## config.mk

```make
export PLATFORM = sky130hd
export DESIGN_NAME = opti_divider_flat
export DESIGN_NICKNAME = d
export VERILOG_FILES = /design/src/rtl/opti_fixed_pkg.sv /design/src/rtl/opti_divider_if.sv /design/src/rtl/opti_sat_round.sv /design/src/rtl/opti_divider.sv /design/src/flat_wrapper.sv
export SDC_FILE = /design/constraint.sdc
export NUM_CORES = 1
export LEC_CHECK = 0
export CAP_MARGIN = 20
export CELL_PAD_IN_SITES_DETAIL_PLACEMENT = 0
export CELL_PAD_IN_SITES_GLOBAL_PLACEMENT = 2
export CORE_UTILIZATION = 40
export DETAILED_ROUTE_END_ITERATION = 6
export PLACE_DENSITY = 0.88
export SYNTH_ARGS = -nofsm -noshare
export SYNTH_HDL_FRONTEND = slang
export SYNTH_SLANG_ARGS = --single-unit
```

## constraint.sdc

```tcl
create_clock -name clk -period 5.4 [get_ports clk]
set_clock_uncertainty 0.05 [all_clocks]
set_input_delay 1.62 -clock clk [delete_from_list [all_inputs] [get_ports clk]]
set_output_delay 1.62 -clock clk [all_outputs]
set_load 0.03 [all_outputs]
```

## src/rtl/opti_fixed_pkg.sv

```systemverilog
// Shared Q2.13 constants, divider state encoding and a magnitude helper
// for the opti_divider slice.
package opti_fixed_pkg;

   localparam int Q_WIDTH   = 16;
   localparam int Q_FRAC    = 13;
   localparam int MAG_WIDTH = Q_WIDTH + 1;

   localparam logic [Q_WIDTH-1:0] Q_MAX = 16'h7FFF;
   localparam logic [Q_WIDTH-1:0] Q_MIN = 16'h8000;

   typedef enum logic [1:0] {
      IDLE = 2'd0,
      PREP = 2'd1,
      CALC = 2'd2,
      POST = 2'd3
   } state_t;

   // 17-bit magnitude so that the most negative code (0x8000) maps to 32768.
   function automatic logic [MAG_WIDTH-1:0] mag_of(input logic [Q_WIDTH-1:0] v);
      logic [MAG_WIDTH-1:0] ext_s;
      ext_s = {v[Q_WIDTH-1], v};
      if (v[Q_WIDTH-1]) begin
         mag_of = 17'd0 - ext_s;
      end else begin
         mag_of = ext_s;
      end
   endfunction

endpackage

```

## src/rtl/opti_divider_if.sv

```systemverilog
// Start/operand/result bundle of the Q2.13 divider; master drives the
// request, slave is the divider.
interface opti_divider_if;
   import opti_fixed_pkg::*;

   logic               en;
   logic [Q_WIDTH-1:0] a;
   logic [Q_WIDTH-1:0] b;
   logic [Q_WIDTH-1:0] q;
   logic               valid;
   logic               busy;
   logic               sat;
   logic               dz;

   modport master (
      output en, a, b,
      input  q, valid, busy, sat, dz
   );

   modport slave (
      input  en, a, b,
      output q, valid, busy, sat, dz
   );

endinterface

```

## src/rtl/opti_sat_round.sv

```systemverilog
// Result shaping for the divider: guard-bit rounding (only when
// OPTI_DIV_ROUND_EN is defined, truncation otherwise), sign and saturation.
module opti_sat_round
   import opti_fixed_pkg::*;
(
   input  logic [Q_WIDTH-1:0] quo,
   input  logic               neg,
   input  logic               zdiv,
   input  logic               ovf,
   input  logic               a_zero,
   output logic [Q_WIDTH-1:0] q,
   output logic               sat
);

   logic [Q_WIDTH-1:0] mag_s;

`ifdef OPTI_DIV_ROUND_EN
   // Round half away from zero on the magnitude; may reach 0x8000.
   always_comb begin
      mag_s = {1'b0, quo[Q_WIDTH-1:1]} + {15'd0, quo[0]};
   end
`else
   logic unused_guard_s;
   assign unused_guard_s = quo[0];

   // Truncate toward zero: the guard bit is simply dropped.
   always_comb begin
      mag_s = {1'b0, quo[Q_WIDTH-1:1]};
   end
`endif

   // Special cases first, then sign application with clamping.
   always_comb begin
      q   = 16'h0000;
      sat = 1'b0;
      if (zdiv) begin
         if (a_zero) begin
            q   = 16'h0000;
            sat = 1'b0;
         end else if (neg) begin
            q   = Q_MIN;
            sat = 1'b1;
         end else begin
            q   = Q_MAX;
            sat = 1'b1;
         end
      end else if (ovf) begin
         q   = neg ? Q_MIN : Q_MAX;
         sat = 1'b1;
      end else if (mag_s == 16'h0000) begin
         q   = 16'h0000;
         sat = 1'b0;
      end else if (neg) begin
         if (mag_s > 16'h8000) begin
            q   = Q_MIN;
            sat = 1'b1;
         end else begin
            q   = 16'h0000 - mag_s;
            sat = 1'b0;
         end
      end else begin
         if (mag_s > Q_MAX) begin
            q   = Q_MAX;
            sat = 1'b1;
         end else begin
            q   = mag_s;
            sat = 1'b0;
         end
      end
   end

endmodule

```

## src/rtl/opti_divider.sv

```systemverilog
// Fixed-latency Q2.13 signed divider: restoring division, 16 quotient bits,
// result shaping in opti_sat_round (build option OPTI_DIV_ROUND_EN).
module opti_divider
   import opti_fixed_pkg::*;
(
   input  logic          clk,
   input  logic          rst_n,
   opti_divider_if.slave bus
);

   localparam int GUARD_SHIFT = Q_FRAC + 1;

   state_t               state_r;
   state_t               state_nxt_s;

   logic [Q_WIDTH-1:0]   a_r;
   logic [Q_WIDTH-1:0]   b_r;
   logic [MAG_WIDTH-1:0] mag_a_s;
   logic [MAG_WIDTH-1:0] mag_b_s;

   logic [MAG_WIDTH-1:0] dvs_r;
   logic [MAG_WIDTH-1:0] rem_r;
   logic [Q_WIDTH-1:0]   dvd_r;
   logic [Q_WIDTH-2:0]   quo_r;
   logic [3:0]           cnt_r;
   logic                 neg_r;
   logic                 zdiv_r;
   logic                 ovf_r;
   logic                 a_zero_r;

   logic [MAG_WIDTH:0]   trial_s;
   logic                 qbit_s;
   logic [Q_WIDTH-1:0]   quo_nxt_s;

   logic                 capture_s;
   logic                 prep_s;
   logic                 step_s;
   logic                 done_s;

   logic [Q_WIDTH-1:0]   res_q_s;
   logic                 res_sat_s;

   logic [Q_WIDTH-1:0]   q_r;
   logic                 valid_r;
   logic                 busy_r;
   logic                 sat_r;
   logic                 dz_r;

   assign mag_a_s   = mag_of(a_r);
   assign mag_b_s   = mag_of(b_r);
   assign trial_s   = {rem_r, dvd_r[Q_WIDTH-1]};
   assign qbit_s    = (trial_s >= {1'b0, dvs_r});
   assign quo_nxt_s = {quo_r, qbit_s};

   // State register.
   always_ff @(posedge clk or negedge rst_n) begin
      if (!rst_n) begin
         state_r <= IDLE;
      end else begin
         state_r <= state_nxt_s;
      end
   end

   // Next state; POST is the valid cycle and accepts en like IDLE so that
   // a held en streams results exactly 18 cycles apart.
   always_comb begin
      state_nxt_s = IDLE;
      case (state_r)
         IDLE: begin
            if (bus.en) begin
               state_nxt_s = PREP;
            end else begin
               state_nxt_s = IDLE;
            end
         end
         PREP: state_nxt_s = CALC;
         CALC: begin
            if (cnt_r == 4'd15) begin
               state_nxt_s = POST;
            end else begin
               state_nxt_s = CALC;
            end
         end
         POST: begin
            if (bus.en) begin
               state_nxt_s = PREP;
            end else begin
               state_nxt_s = IDLE;
            end
         end
         default: state_nxt_s = IDLE;
      endcase
   end

   // Datapath strobes decoded from the state.
   always_comb begin
      capture_s = 1'b0;
      prep_s    = 1'b0;
      step_s    = 1'b0;
      done_s    = 1'b0;
      case (state_r)
         IDLE: capture_s = bus.en;
         PREP: prep_s    = 1'b1;
         CALC: begin
            step_s = 1'b1;
            done_s = (cnt_r == 4'd15);
         end
         POST: capture_s = bus.en;
         default: capture_s = 1'b0;
      endcase
   end

   // Operand capture, PREP classification and one restoring step per CALC
   // cycle. The initial remainder |a|>>2 is below |b| whenever no overflow.
   always_ff @(posedge clk or negedge rst_n) begin
      if (!rst_n) begin
         a_r      <= 16'h0000;
         b_r      <= 16'h0000;
         dvs_r    <= 17'd0;
         rem_r    <= 17'd0;
         dvd_r    <= 16'h0000;
         quo_r    <= 15'd0;
         cnt_r    <= 4'd0;
         neg_r    <= 1'b0;
         zdiv_r   <= 1'b0;
         ovf_r    <= 1'b0;
         a_zero_r <= 1'b0;
      end else begin
         if (capture_s) begin
            a_r <= bus.a;
            b_r <= bus.b;
         end
         if (prep_s) begin
            dvs_r    <= mag_b_s;
            rem_r    <= {2'b00, mag_a_s[MAG_WIDTH-1:2]};
            dvd_r    <= {mag_a_s[1:0], {GUARD_SHIFT{1'b0}}};
            quo_r    <= 15'd0;
            cnt_r    <= 4'd0;
            neg_r    <= a_r[Q_WIDTH-1] ^ b_r[Q_WIDTH-1];
            zdiv_r   <= (b_r == 16'h0000);
            ovf_r    <= ({2'b00, mag_a_s} >= {mag_b_s, 2'b00});
            a_zero_r <= (a_r == 16'h0000);
         end
         if (step_s) begin
            if (qbit_s) begin
               rem_r <= MAG_WIDTH'(trial_s - {1'b0, dvs_r});
            end else begin
               rem_r <= MAG_WIDTH'(trial_s);
            end
            dvd_r <= {dvd_r[Q_WIDTH-2:0], 1'b0};
            quo_r <= quo_nxt_s[Q_WIDTH-2:0];
            cnt_r <= cnt_r + 4'd1;
         end
      end
   end

   opti_sat_round u_sat_round (
      .quo    (quo_nxt_s),
      .neg    (neg_r),
      .zdiv   (zdiv_r),
      .ovf    (ovf_r),
      .a_zero (a_zero_r),
      .q      (res_q_s),
      .sat    (res_sat_s)
   );

   // Registered results; the last quotient bit feeds the shaper directly.
   always_ff @(posedge clk or negedge rst_n) begin
      if (!rst_n) begin
         q_r     <= 16'h0000;
         valid_r <= 1'b0;
         busy_r  <= 1'b0;
         sat_r   <= 1'b0;
         dz_r    <= 1'b0;
      end else begin
         valid_r <= done_s;
         if (capture_s) begin
            busy_r <= 1'b1;
         end else if (done_s) begin
            busy_r <= 1'b0;
         end
         if (done_s) begin
            q_r   <= res_q_s;
            sat_r <= res_sat_s;
            dz_r  <= zdiv_r;
         end
      end
   end

   assign bus.q     = q_r;
   assign bus.valid = valid_r;
   assign bus.busy  = busy_r;
   assign bus.sat   = sat_r;
   assign bus.dz    = dz_r;

endmodule

```

## src/flat_wrapper.sv

```systemverilog
// flat-port wrapper written by rule: the top's interface ports become plain ports
module opti_divider_flat import opti_fixed_pkg::*;
  (clk, rst_n, bus_en, bus_a, bus_b, bus_q, bus_valid, bus_busy, bus_sat, bus_dz);
  opti_divider_if bus_i ();
  input  logic clk;
  input  logic rst_n;
  input wire logic [$bits(bus_i.en)-1:0] bus_en;
  input wire logic [$bits(bus_i.a)-1:0] bus_a;
  input wire logic [$bits(bus_i.b)-1:0] bus_b;
  output wire logic [$bits(bus_i.q)-1:0] bus_q;
  output wire logic [$bits(bus_i.valid)-1:0] bus_valid;
  output wire logic [$bits(bus_i.busy)-1:0] bus_busy;
  output wire logic [$bits(bus_i.sat)-1:0] bus_sat;
  output wire logic [$bits(bus_i.dz)-1:0] bus_dz;
  assign bus_i.en = bus_en;
  assign bus_i.a = bus_a;
  assign bus_i.b = bus_b;
  assign bus_q = bus_i.q;
  assign bus_valid = bus_i.valid;
  assign bus_busy = bus_i.busy;
  assign bus_sat = bus_i.sat;
  assign bus_dz = bus_i.dz;
  opti_divider u_core (.clk(clk), .rst_n(rst_n), .bus(bus_i));
endmodule
```

# Word level (Yosys, flattened, before mapping)
# Index checks and enable logic that the tools add are counted.
[word_totals]
romBits = 0
n_memories = 0
latchBits = 0
mem_bits_rw = 0
ff_bits = 127
input_bits = 35
elab_cells = 73
[op_classes]
add_sub_neg = 5
order_cmp = 4
n_bitwise = 1
eq_ne = 4
mul = 0
div_mod_pow = 0
mux = 35
shift = 0
n_reduce_logical = 7
[op_table]
columns = ["operator", "n"]
rows = [
  ["16-bit two-way mux", 9],
  ["17-bit two-way mux", 5],
  ["16-bit zero test", 3],
  ["15-bit two-way mux", 3],
  ["1-bit by 16-bit subtractor with 17-bit output, first input constant", 2],
  ["17-bit by 19-bit >= comparator with 1-bit output", 1],
  ["18-bit by 17-bit >= comparator with 1-bit output", 1],
  ["17-bit subtractor", 1],
  ["15-bit by 16-bit > comparator with 1-bit output, second input constant", 1],
  ["1-bit by 15-bit subtractor with 16-bit output, first input constant", 1],
  ["15-bit > comparator, second input constant", 1],
  ["1-bit two-way mux", 15],
  ["4-bit two-way mux", 2],
  ["2-bit one-hot mux with 3 select lines", 1],
  ["4-bit by 1-bit adder with 4-bit output, second input constant", 1],
  ["2-bit == test, second input constant", 2],
  ["4-bit == test, second input constant", 1],
  ["2-bit nonzero test", 2],
  ["2-bit by 1-bit == test with 1-bit output, second input constant", 1],
  ["2-bit zero test", 1],
  ["2-bit OR reduction", 1],
  ["1-bit bitwise XOR", 1],
]

# Depth between registers and ports, before layout
[depth]
word_depth = 6
mapped_depth = 12
ltp_nobuf = 12

# By module
# Synthesis repeated with hierarchy kept, for this count alone.
[hier_totals]
cells_unflattened = 732
hier_area_um2 = 7083.0
[modules_own_cells]
columns = ["mod", "seq_area_each_um2", "area_each_um2", "instances", "cells_per_inst"]
rows = [
  ["opti_divider", 2827.7, 6393.6, 1, 638],
  ["opti_sat_round", 0.0, 689.4, 1, 94],
]

# Worst setup path after synthesis
# No wires, ideal clock.
[synth_path]
kind = "flip-flop to flip-flop"
start = "register u_core.b_r[3]"
end = "register u_core.ovf_r"
slack_ns = 2.658
t_arrival_ns = 2.610
setup_time_ns = 0.083
required_time_ns = 5.267
stages_incl_launch_ff = 13
cell_sequence = "dfrtp_1 -> or4_4 -> nor2_4 -> nand2_1 -> o41ai_1 -> xor2_1 -> ha_1 -> nand4_1 -> a21boi_0 -> o211ai_1 -> a211oi_1 -> nor2_1 -> o22ai_1"
[synth_via]
elab_chain_cells = 3
[synth_rtl]
columns = ["item", "line_no", "source"]
rows = [
  ["start, declared", "opti_divider.sv:17", "logic [Q_WIDTH-1:0] b_r;"],
  ["start signal, assigned", "opti_divider.sv:131", "b_r <= bus.b;"],
  ["1-bit by 16-bit subtractor with 17-bit output", "opti_fixed_pkg.sv:24", "mag_of = 17'd0 - ext_s;"],
  ["17-bit two-way mux (*)", "opti_fixed_pkg.sv:23", "if (v[Q_WIDTH-1]) begin"],
  ["17-bit by 19-bit >= comparator with 1-bit output (*)", "opti_divider.sv:141", "ovf_r <= ({2'b00, mag_a_s} >= {mag_b_s, 2'b00});"],
  ["end signal, assigned", "opti_divider.sv:141", ""],
  ["end, declared", "opti_divider.sv:28", "logic ovf_r;"],
]
# Every way passes the cells marked *; elsewhere a longest branch is shown, timed or not.
# A chain may end at the register's enable or synchronous reset.

# Worst setup path in the final report
[layout_path]
start = "register u_core.rem_r[12]"
end = "register u_core.rem_r[0]"
[layout_via]
elab_chain_cells = 3
[layout_rtl]
columns = ["item", "line_no", "source"]
rows = [
  ["start, declared", "opti_divider.sv:22", "logic [MAG_WIDTH-1:0] rem_r;"],
  ["start signal, assigned", "opti_divider.sv:135", "rem_r <= {2'b00, mag_a_s[MAG_WIDTH-1:2]};"],
  ["start signal, assigned", "opti_divider.sv:146", "rem_r <= MAG_WIDTH'(trial_s - {1'b0, dvs_r});"],
  ["start signal, assigned", "opti_divider.sv:148", "rem_r <= MAG_WIDTH'(trial_s);"],
  ["18-bit by 17-bit >= comparator with 1-bit output", "opti_divider.sv:52", "assign qbit_s = (trial_s >= {1'b0, dvs_r});"],
  ["17-bit two-way mux", "opti_divider.sv:145", "if (qbit_s) begin"],
  ["17-bit two-way mux", "opti_divider.sv:144", "if (step_s) begin"],
]
# Every way passes these cells.

==> report_table.html <==
<table>
<tr><th>Metric</th><th>Value</th></tr>
<tr><th colspan="2">Status</th></tr>
<tr><td>Result of the run</td><td>completed</td></tr>
<tr><th colspan="2">Timing</th></tr>
<tr><td>Final setup TNS</td><td>0 ns</td></tr>
<tr><td>Post-route clock period utilization</td><td>60.9%</td></tr>
<tr><td>Setup repair after global routing missed its margin</td><td>false</td></tr>
<tr><td>Final Critical Period</td><td>3.29 ns</td></tr>
<tr><td>Max_slew headroom</td><td>35.3%</td></tr>
<tr><td>Peak clock frequency supported by timing</td><td>0.304 GHz</td></tr>
<tr><td>Setup-violating endpoint count in the final report</td><td>0</td></tr>
<tr><td>Smallest hold slack</td><td>0.424 ns</td></tr>
<tr><td>Number of pins with negative max-slew slack in the final report</td><td>0</td></tr>
<tr><td>Endpoints failing hold</td><td>0</td></tr>
<tr><td>Transition time of the tightest slew-check pin</td><td>0.966 ns</td></tr>
<tr><th colspan="2">Drt</th></tr>
<tr><td>Starting DRC count in detailed routing</td><td>288</td></tr>
<tr><td>DR vias/cell</td><td>5.38</td></tr>
<tr><td>Pre-Repair DR Iteration Count</td><td>5</td></tr>
<tr><td>Via count</td><td>5427</td></tr>
<tr><td>DRT antenna net count</td><td>0</td></tr>
<tr><td>DR DRC count</td><td>0</td></tr>
<tr><td>Detailed-route wire length</td><td>16800 um</td></tr>
<tr><td>Average routed wire per standard cell</td><td>16.7 um</td></tr>
<tr><th colspan="2">Setup path</th></tr>
<tr><td>Arrival time of data at the critical path endpoint</td><td>3.53 ns</td></tr>
<tr><td>Kind of start point of the critical path</td><td>register</td></tr>
<tr><td>Largest fanout on the critical path</td><td>12</td></tr>
<tr><td>Logic depth of the worst register-to-register path</td><td>9</td></tr>
<tr><td>RR Endpoint</td><td>u_core.rem_r[0]</td></tr>
<tr><td>Beginning of the worst register-to-register path</td><td>u_core.rem_r[12]</td></tr>
<tr><td>Critical path type</td><td>reg -&gt; reg</td></tr>
<tr><td>Reg2Reg Setup Slack</td><td>2.11 ns</td></tr>
<tr><td>Capturing element type of the critical path</td><td>register</td></tr>
<tr><td>Required @ worst endpoint</td><td>5.64 ns</td></tr>
<tr><th colspan="2">Power and ir drop</th></tr>
<tr><td>Power density cells</td><td>720 nW/um2</td></tr>
<tr><td>VDD IR-drop max</td><td>0.000404 V</td></tr>
<tr><td>Leakage power of the design</td><td>3.59 nW</td></tr>
<tr><th colspan="2">Synth</th></tr>
<tr><td>Proportion of register bits with asynchronous set or reset after synthesis</td><td>100%</td></tr>
<tr><td>Per-instance average area after synthesis</td><td>9.36 um2</td></tr>
<tr><td>Post-Syn Instances</td><td>731</td></tr>
<tr><td>Area leader, netlist</td><td>dfrtp_1</td></tr>
<tr><td>Yosys top cell area share</td><td>41.3%</td></tr>
<tr><td>Cell types with the largest area share after synthesis</td><td>dfrtp_1 (41%), ha_1 (7.3%), mux2_2 (5.6%)</td></tr>
<tr><td>Top_reg_cell synth</td><td>dfrtp_1</td></tr>
<tr><td>Yosys synthesis warning count</td><td>0</td></tr>
<tr><td>Unique masters post-synth</td><td>62</td></tr>
<tr><td>Proportion of synthesized chip area in sequential cells</td><td>41.3%</td></tr>
<tr><td>Number of enable-type register cells in the synthesized netlist</td><td>0</td></tr>
<tr><td>Cell Area, Synth</td><td>6840 um2</td></tr>
<tr><td>Syn nets</td><td>807</td></tr>
<tr><td>Yosys reg bits</td><td>113</td></tr>
<tr><th colspan="2">Global routing</th></tr>
<tr><td>Maximum number of pins on one net before global-route repair</td><td>48</td></tr>
<tr><td>Initial antenna violation count</td><td>0</td></tr>
<tr><td>First-pass GRT wire length</td><td>28100 um</td></tr>
<tr><td>Leftover overflow at the end of global routing</td><td>0</td></tr>
<tr><td>Global routing usage summed across all routing layers</td><td>20.3%</td></tr>
<tr><td>Vias in the first global route</td><td>5443</td></tr>
<tr><th colspan="2">Floorplan</th></tr>
<tr><td>Core Box Area</td><td>16600 um2</td></tr>
<tr><td>Starting utilization of the core area</td><td>41.1%</td></tr>
<tr><td>IO Count</td><td>55</td></tr>
<tr><td>Die Area</td><td>17600 um2</td></tr>
<tr><td>Number of core rows</td><td>47</td></tr>
<tr><td>Vertical extent of the die</td><td>133 um</td></tr>
<tr><td>Die extent in x</td><td>133 um</td></tr>
<tr><th colspan="2">Finish</th></tr>
<tr><td>Number of antenna cells inserted</td><td>0</td></tr>
<tr><td>Area added between synthesis and finish</td><td>19.7%</td></tr>
<tr><td>Layout cell share with drive strength beyond 1</td><td>11.0%</td></tr>
<tr><td>Commonest cells after routing, fill and taps aside</td><td>dfrtp_1 (113), nand2_1 (75), o21ai_0 (61)</td></tr>
<tr><td>Filler cell count</td><td>1555</td></tr>
<tr><td>Final layout net count</td><td>852</td></tr>
<tr><td>Leading cell type in the layout, fill and taps excluded</td><td>dfrtp_1</td></tr>
<tr><th colspan="2">CTS</th></tr>
<tr><td>Buffer cell driving the clock tree root</td><td>clkbuf_16</td></tr>
<tr><td># H-tree levels</td><td>4</td></tr>
<tr><td>Total setup buffers inserted after CTS</td><td>0</td></tr>
<tr><td>Clock buffer count from CTS</td><td>17</td></tr>
<tr><td>Clock latency on the worst-skew pair</td><td>0.42 ns</td></tr>
<tr><td>Clock sink total</td><td>113</td></tr>
<tr><td>CTS tree</td><td>done</td></tr>
<tr><td>Number of buffers between clock root and the deepest sink</td><td>2</td></tr>
<tr><td>Post-CTS Hold Fix Bufs</td><td>0</td></tr>
<tr><td>Number of cells upsized or downsized after cts</td><td>0</td></tr>
<tr><td>CTS clk-pin slew, worst paths</td><td>0.05 ns</td></tr>
<tr><th colspan="2">Placed design</th></tr>
<tr><td>HPWL after detailed placement</td><td>12600 um</td></tr>
<tr><td>Weighted congestion reported at the end of routability-driven placement</td><td>0.874</td></tr>
<tr><td>Buffers added on ports</td><td>54</td></tr>
<tr><th colspan="2">Worst hold path</th></tr>
<tr><td>Worst hold path type</td><td>reg -&gt; reg</td></tr>
<tr><td>Hold Path Sink</td><td>u_core.bus.busy</td></tr>
<tr><td>WHS Path Cells</td><td>2</td></tr>
<tr><td>Startpoint of the most critical hold path</td><td>u_core.bus.busy</td></tr>
<tr><th colspan="2">Job</th></tr>
<tr><td>Number of max-capacitance violations reported</td><td>0</td></tr>
</table>
synthesized netlist by cell type, drive strengths merged, types with 18 or more instances:
| library cell | number |
|---|---|
| dfrtp | 113 |
| nand2 | 76 |
| inv | 36 |
| ha | 40 |
| clkbuf | 31 |
| xor2 | 18 |
| nor2 | 57 |
| o21ai | 67 |
| a21oi | 58 |
| xnor2 | 31 |
| mux2 | 34 |
worst max-delay path, cell delays in order (launching register included):
cell and delay [ns]:
dfrtp_1 0.40, ha_1 0.39, a21oi_1 0.28, o21ai_0 0.19, a41oi_1 0.22, o21ai_0 0.14, a31oi_2 0.71, buf_4 0.34
mux2i_1 0.11, a221o_1 0.32
power breakdown:
| group | total, mW | switching [mW] | leakage [nW] | internal (mW) |
|---|---|---|---|---|
| sequential | 1.49 | 0.354 | 1.42 | 1.14 |
| combinational | 3.23 | 1.88 | 1.87 | 1.35 |
| clock | 1.18 | 0.387 | 0.305 | 0.789 |
| total | 5.90 | 2.62 | 3.59 | 3.28 |
worst max path at each step:
stage | from | to | slack (ns) | cells past startpoint
2_1_floorplan | u_core.b_r[3] | u_core.ovf_r | 2.66 | 12
3_3_place_gp | u_core.b_r[3] | u_core.ovf_r | 2.22 | 12
3_5_place_dp | u_core.b_r[3] | u_core.ovf_r | 2.17 | 12
4_1_cts | u_core.b_r[3] | u_core.ovf_r | 2.15 | 12
5_1_grt | u_core.rem_r[12] | u_core.rem_r[0] | 1.92 | 9
6_report | u_core.rem_r[12] | u_core.rem_r[0] | 2.11 | 9
final cells by class:
cell class	instances	area [um2]	area share, %
Tap cell	220	275	3.36
Inverter	36	135	1.65
Multi-Input combinational cell	547	3740	45.7
Clock buffer	20	457	5.58
Sequential cell	113	2830	34.5
Timing Repair Buffer	61	591	7.21
Clock inverter	11	161	1.97
cells by family after synthesis:
family / synth area share (%)
compound gates: 19.1
xor+xnor: 6.38
fa+ha+maj: 7.61
buf+inv: 3.97
flops: 41.3
mux: 7.94
other cells: 0.0548
simple gates: 13.6
through the flow:
stage	instance area, um2	setup slack [ns]	power [mW]	util (%)	cells
after floorplan	6840	2.66	3.87	-	731
after global placement	7570	2.22	4.65	45.5	977
after detailed placement	7570	2.17	4.71	45.5	977
after CTS	8190	2.15	5.92	49.2	1008
after global routing	8190	1.92	6.38	49.2	1008
final	8190	2.11	5.90	49.2	1008
flip-flops by register name, indices dropped and copies added (netlist names), 2 cells and up:
register        count
u_core.a_r         16
u_core.b_r         16
u_core.bus.q       16
u_core.cnt_r        4
u_core.dvd_r        2
u_core.dvs_r       17
u_core.quo_r       15
u_core.rem_r       17
u_core.state_r      2
metal layers:
metal  wire (um)  global-route usage (%)  up-vias
li1            -                       -     2713
met1        7460                    24.8     2607
met2        8740                    36.3       96
met3         478                    4.18       11
met4         155                    5.30        0
met5           0                       0        -
Power figures use the tool's default switching activity.
